<file path="config.mk">
export PLATFORM = sky130hd
export DESIGN_NAME = booth_seq_ctrl
export DESIGN_NICKNAME = d
export VERILOG_FILES = /design/src/rtl/booth_seq_ctrl_pkg.sv /design/src/rtl/booth_seq_ctrl.sv
export SDC_FILE = /design/constraint.sdc
export NUM_CORES = 1
export LEC_CHECK = 0
export BUFFER_PORTS_ARGS = -buffer_cell sky130_fd_sc_hd__buf_2
export CAP_MARGIN = 20
export CORE_ASPECT_RATIO = 2
export CORE_MARGIN = 2
export CORE_UTILIZATION = 25
export CTS_CLUSTER_DIAMETER = 50
export DETAILED_ROUTE_END_ITERATION = 12
export PLACE_DENSITY = 0.46
export SETUP_SLACK_MARGIN = 0.4
export SKIP_CTS_REPAIR_TIMING = 1
export SYNTH_ARGS = -nofsm -noshare
export SYNTH_HDL_FRONTEND = slang
export SYNTH_SLANG_ARGS = --single-unit
</file>
<file path="constraint.sdc">
create_clock -name clk -period 8 [get_ports clk]
set_input_delay 0.8 -clock clk [delete_from_list [all_inputs] [get_ports clk]]
set_output_delay 0.8 -clock clk [all_outputs]
set_load 0.02 [all_outputs]
</file>
<file path="src/rtl/booth_seq_ctrl_pkg.sv">
// Shared definitions for the sequential Booth multiplier controller:
// FSM state encoding and the width of the external shared ALU.
package booth_seq_ctrl_pkg;

  localparam int ALU_W = 32;

  typedef enum logic [2:0] {
    IDLE  = 3'd0,
    CHECK = 3'd1,
    ARITH = 3'd2,
    SHIFT = 3'd3,
    DONE  = 3'd4
  } state_t;

endpackage

</file>
<file path="src/rtl/booth_seq_ctrl.sv">
// Radix-2 Booth sequential multiplier; the add/subtract is borrowed from an
// external shared ALU through a req/gnt handshake.
module booth_seq_ctrl
  import booth_seq_ctrl_pkg::*;
#(
  parameter int WIDTH = 16
) (
  input  logic                      clk,
  input  logic                      rst,
  input  logic                      start,
  input  logic signed [WIDTH-1:0]   mcand,
  input  logic signed [WIDTH-1:0]   mplier,
  output logic                      busy,
  output logic                      done,
  output logic signed [2*WIDTH-1:0] product,
  output logic                      alu_req,
  input  logic                      alu_gnt,
  output logic signed [ALU_W-1:0]   alu_in1,
  output logic signed [ALU_W-1:0]   alu_in2,
  output logic                      alu_add_sub,
  input  logic signed [ALU_W-1:0]   alu_out
);

  localparam int CNT_W = $clog2(WIDTH + 1);

  state_t                  state;
  logic signed [WIDTH:0]   a;
  logic [WIDTH-1:0]        q;
  logic                    q_1;
  logic signed [WIDTH-1:0] m;
  logic [CNT_W-1:0]        cnt;

  logic signed [WIDTH:0]   a_sh;
  logic [WIDTH-1:0]        q_sh;
  logic                    alu_unused;

  // Arithmetic right shift of {A,Q,Q_1}; A's sign bit is replicated.
  assign a_sh = {a[WIDTH], a[WIDTH:1]};
  assign q_sh = {a[0], q[WIDTH-1:1]};

  // Only the low WIDTH+1 bits of the ALU result are meaningful here.
  assign alu_unused = &{1'b0, alu_out};

  function automatic logic signed [ALU_W-1:0] sext_a(input logic signed [WIDTH:0] v);
    return ALU_W'(v);
  endfunction

  function automatic logic signed [ALU_W-1:0] sext_m(input logic signed [WIDTH-1:0] v);
    return ALU_W'(v);
  endfunction

  always_ff @(posedge clk or posedge rst) begin
    if (rst) begin
      state       <= IDLE;
      a           <= '0;
      q           <= '0;
      q_1         <= 1'b0;
      m           <= '0;
      cnt         <= '0;
      product     <= '0;
      busy        <= 1'b0;
      done        <= 1'b0;
      alu_req     <= 1'b0;
      alu_in1     <= '0;
      alu_in2     <= '0;
      alu_add_sub <= 1'b0;
    end else begin
      case (state)
        IDLE: begin
          if (start) begin
            m     <= mcand;
            q     <= mplier;
            a     <= '0;
            q_1   <= 1'b0;
            cnt   <= CNT_W'(WIDTH);
            busy  <= 1'b1;
            state <= CHECK;
          end
        end
        CHECK: begin
          // 01 -> add M, 10 -> subtract M; operands held until granted
          if (q[0] != q_1) begin
            alu_req     <= 1'b1;
            alu_in1     <= sext_a(a);
            alu_in2     <= sext_m(m);
            alu_add_sub <= q_1;
            state       <= ARITH;
          end else begin
            state <= SHIFT;
          end
        end
        ARITH: begin
          if (alu_gnt) begin
            a           <= alu_out[WIDTH:0];
            alu_req     <= 1'b0;
            alu_in1     <= '0;
            alu_in2     <= '0;
            alu_add_sub <= 1'b0;
            state       <= SHIFT;
          end
        end
        SHIFT: begin
          a   <= a_sh;
          q   <= q_sh;
          q_1 <= q[0];
          cnt <= cnt - CNT_W'(1);
          // Last shift: publish the result together with the done pulse.
          if (cnt == CNT_W'(1)) begin
            product <= {a_sh[WIDTH-1:0], q_sh};
            done    <= 1'b1;
            state   <= DONE;
          end else begin
            state <= CHECK;
          end
        end
        DONE: begin
          done  <= 1'b0;
          busy  <= 1'b0;
          state <= IDLE;
        end
        default: state <= IDLE;
      endcase
    end
  end

endmodule

</file>
After elaboration in Yosys (flattened, before gate mapping):

Cells that the tools add are included.
Widths: inputs -> output; s select.

* flip-flop bits (word level): 158
* latch bits: 0
* memory bits (writable): 0
* memory bits (read-only): 0
* output and inout bits: 100
* word-level logic and storage cells: 70
* memories: 0

* add/sub/neg operators: 1
* $mul: 0
* div/mod/pow operators: 0
* $lt $le $gt $ge: 0
* equality and inequality tests: 10
* shift operators: 0
* muxes and demuxes: 28
* bitwise logic cells: 1
* reductions and logical operators: 16

Operator list (number)
* $pmux 32 s2: 2
* $mux 32: 3
* $pmux 17 s3: 1
* $mux 17: 2
* $pmux 16 s2: 1
* $mux 16: 1
* $pmux 3 s4: 1
* $reduce_and 2->1: 6
* $pmux 1 s2: 5
* $pmux 5 s2: 1
* $reduce_bool 2->1: 5
* $mux 3: 3
* $ne 2x2->1 const B: 4
* $mux 1: 7
* $eq 3x2->1 const B: 2
* $reduce_and 3->1: 2
* $eq 5x1->1 const B: 1
* $mux 5: 1
* $sub 5x1->5 const B: 1
* $reduce_and 4->1: 1
* $eq 3x1->1 const B: 1
* $eq 3x3->1 const B: 1
* $logic_not 3->1: 1
* $reduce_bool 3->1: 1
* 2 further kinds: 2

Longest topological paths before layout:

* depth after elaboration: 3
* gate-level depth with buffers: 7
* mapped depth without buffers: 5

Least setup slack after synthesis:

OpenSTA, ideal clock, no wires.

* path kind: in2reg
* start point: in start
* end point: reg a[0]
* library setup time: 125 ps
* arrival: 1952 ps
* data required time: 7875 ps
* setup slack: 5923 ps
* stages: 5
* path buffers: 2
* path through: or4b_4 -> buf_6 -> o21ai_4 -> buf_12 -> mux2_4

* longest elaborated chain between the ends: 2

Ends and longest elaborated chain
* start, declared: line booth_seq_ctrl.sv:10 `input logic start,`
* $ne 2x2->1 (no line)
* $reduce_and 3->1 (no line)
* end signal, assigned: line booth_seq_ctrl.sv:94 `a <= alu_out[WIDTH:0];`
* end signal, assigned: line booth_seq_ctrl.sv:103 `a <= a_sh;`
* end, declared: line booth_seq_ctrl.sv:27 `logic signed [WIDTH:0] a;`

No other way between the ends.
A chain may end at the register's enable or synchronous reset.

Worst setup path in the final report:

* start point: reg state[1]
* end point: reg product[17]

* longest elaborated chain between the ends: 2

Ends and longest elaborated chain
* start, declared: line booth_seq_ctrl.sv:26 `state_t state;`
* start signal, assigned: line booth_seq_ctrl.sv:54 `state <= IDLE;`
* start signal, assigned: line booth_seq_ctrl.sv:77 `state <= CHECK;`
* start signal, assigned: line booth_seq_ctrl.sv:87 `state <= ARITH;`
* $eq 3x2->1: line booth_seq_ctrl.sv:68 `case (state)`
* $reduce_and 2->1 (no line)
* end signal, assigned: line booth_seq_ctrl.sv:109 `product <= {a_sh[WIDTH-1:0], q_sh};`
* end, declared: line booth_seq_ctrl.sv:15 `output logic signed [2*WIDTH-1:0] product,`

No other way between the ends.

==> results_dict.tcl <==
set metrics [dict create \
    status "finished, final reports clean" \
    cts_tree "built" \
    first_pass_iters 4 \
    cap_violations 0 \
    synth.area.top_cells "dfrtp_1, mux2_2, nand2_1" \
    cp_slowest_stage_delay_ns 0.87 \
    leakage_nw 3.62 \
    setup_viol 0 \
    grt-ovfl-total 0 \
    drtIter0Drc 174 \
    cts_buffer_depth 2 \
    timing.reg2reg.setup_slack_ns 4.94 \
    vias_per_cell 4.66 \
    multi_input_area_um2 2110 \
    ys_seq_elements 127 \
    crit_fanout 36 \
    finalCriticalPeriod_ns 3.06 \
    power_mw 3.08 \
    worst_setup_path_end_kind "flip-flop" \
    cts-buffers-inserted 17 \
    finalCritPeriodShare_pct 38.3 \
    cp.arrival_ns 3.37 \
    rsz0062_at_grt "no" \
    synth.yosys.seq_area_share_pct 55.9 \
    syn_inst 516 \
    die_w_um 111 \
    numPlacedInstances 884 \
    hold_class "flip-flop to flip-flop" \
    slew_headroom_pct 33.7 \
    rows 78 \
    cts_root_buf "clkbuf_16" \
    via_count 4260 \
    wirelength_um 16200 \
    antenna_found_initial 0 \
    fin_skew_ns 0.00823 \
    crit_family "simple AND/OR/NAND/NOR gates" \
    core_area_um2 22500 \
    dp_hpwl_um 10600 \
    ant_nets 0 \
    mostFrequentLayoutCell "buf_2" \
    port_buffers 152 \
    place_area_um2 6490 \
    max_clock_freq_mhz 326 \
    start_util_pct 25.2 \
    pre_cts_slack_ns 4.86 \
    area_growth_pct 23.8 \
    ys_types 41 \
    antennaDiodeCount 0 \
    drv_slew 0 \
    hold_end "m[9]$_DFFE_PP0P_" \
    final_nets 693 \
    tns_ns 0 \
    hold_viol_final 0 \
    htree_levels 4 \
    drive_above_1_share_pct 38.6 \
    synth_nets 586 \
    holdWs_ns 0.478 \
    final_area_um2 7040 \
    worst_pin_slew_ns 0.993 \
    final_core_util_pct 31.2 \
    syn_avg_cell_area_um2 11.0 \
    critPathKind "flip-flop to flip-flop" \
    layout_common_cells "buf_2, dfrtp_1, nand2_1" \
    grt_usage_pct 13.9 \
    powerDensity_nw_per_um2 437 \
    min_from "m[9]$_DFFE_PP0P_" \
    cts_sinks 127 \
    fillers 2327 \
    rr_endpoint "product[17]$_DFFE_PP0P_" \
    syn_area_um2 5690 \
    worstHoldPathCells 2 \
    fin_cells 914 \
    critPathLaunchType "flip-flop" \
    r2r_start "state[1]$_DFFE_PP0P_" \
    synth.largest_area_cell "dfrtp_1" \
    die_y_um 217 \
    post_drt_wl_per_cell_um 17.7 \
    routabilityCongestion 0.713 \
    crit_path_cell_trace "and3b_2, nand2_2, mux2_2" \
    die-area_um2 24000 \
    vdd_drop_max_mv 0.202 \
    grt_pass1_wl_um 25500 \
    yosysWarningCount 0 \
    worstPathRequired_ns 8.30 \
    grt_max_degree 82 \
    fin_ws_ns 4.94 \
    crit_buf_inv 0 \
    r2r_cells 3 \
    grt_pass1_vias 4543 \
    clk_latency_ns 0.43 \
    slowest_stage "and3b_2" \
    clk_pin_slew_ns 0.06 \
    regArea_um2 3180 \
    synth_top_area_share_pct 55.9 \
    drc 0 \
    pin_count 168 \
]
-- metal layers --
metal | track usage [%] | part of all wire [%] | vias to the layer above
met3 | 4.09 | 4.5 | 27
met5 | 0 | 0 | -
li1 | - | - | 1994
met2 | 25.5 | 56 | 120
met4 | 7.50 | 3.1 | 0
met1 | 14.1 | 37 | 2119
-- tightest hold or removal path: cells and delay by family, from the launching register on --
family           cells  cell delay [ns]
flip-flops           1             0.34
AND/OR/NAND/NOR      2             0.10
-- how the worst max path moves through the flow --
stage | startpoint | end | depth (start not counted)
2_1_floorplan | rst | a[0]$_DFFE_PP0P_ | 1
3_3_place_gp | state[1]$_DFFE_PP0P_ | product[6]$_DFFE_PP0P_ | 3
3_5_place_dp | state[1]$_DFFE_PP0P_ | product[24]$_DFFE_PP0P_ | 3
4_1_cts | state[1]$_DFFE_PP0P_ | product[17]$_DFFE_PP0P_ | 3
5_1_grt | state[1]$_DFFE_PP0P_ | product[17]$_DFFE_PP0P_ | 3
6_report | state[1]$_DFFE_PP0P_ | product[17]$_DFFE_PP0P_ | 3
-- cells by family after synthesis --
family,Yosys count,synth area share [%]
flops,127,55.9
simple gates,171,13.7
compound gates,85,11.0
fa+ha+maj,2,0.440
mux,50,10.5
buf+inv,78,7.94
xor+xnor,3,0.462
-- synth_stat cells --
cell type	instances
nand3_1	32
or3_1	1
and3b_1	1
o32ai_1	1
o22ai_1	18
buf_2	9
buf_6	2
o21ai_0	6
nor2_1	19
buf_12	1
dfrtp_1	127
xor2_1	1
o211ai_1	34
buf_1	1
xnor2_1	2
a21oi_1	4
clkbuf_1	26
mux2_4	10
mux2_2	39
a311oi_1	1
or3b_2	1
nor4b_1	1
nor3b_2	2
nand2_1	90
or4b_4	1
a22o_1	17
buf_4	31
nand3b_1	1
o31ai_1	1
o21ai_4	1
nor4b_2	1
nand4bb_1	1
a22oi_1	1
inv_1	8
a2bb2oi_1	1
nand2b_1	2
mux2i_1	1
nor4_1	1
nor3_1	16
nor3b_1	1
ha_1	2
-- sequential cells by signal, indices dropped and copies added, names as in the netlist --
signal       count
alu_add_sub      1
product         32
a               17
alu_in1         17
done             1
q               16
state            3
m               16
busy             1
q_1              1
alu_in2         16
cnt              5
alu_req          1
-- area by class of cell --
type,instances,area share [%]
flip-flops and latches,127,45.2
clock buffers,24,6.85
clock inverters,6,0.853
repair buffers,158,11.7
well taps,280,4.98
multi-input cells,311,29.9
inverters,8,0.498
-- power by group --
part,switching [mW],leakage [nW],internal (mW),total [mW]
Sequential,0.206,1.63,0.888,1.09
Clock,0.283,0.262,0.446,0.729
Combinational,0.800,1.73,0.453,1.25
Total,1.29,3.62,1.79,3.08
Note: power is estimated with default switching activity, not from simulation.
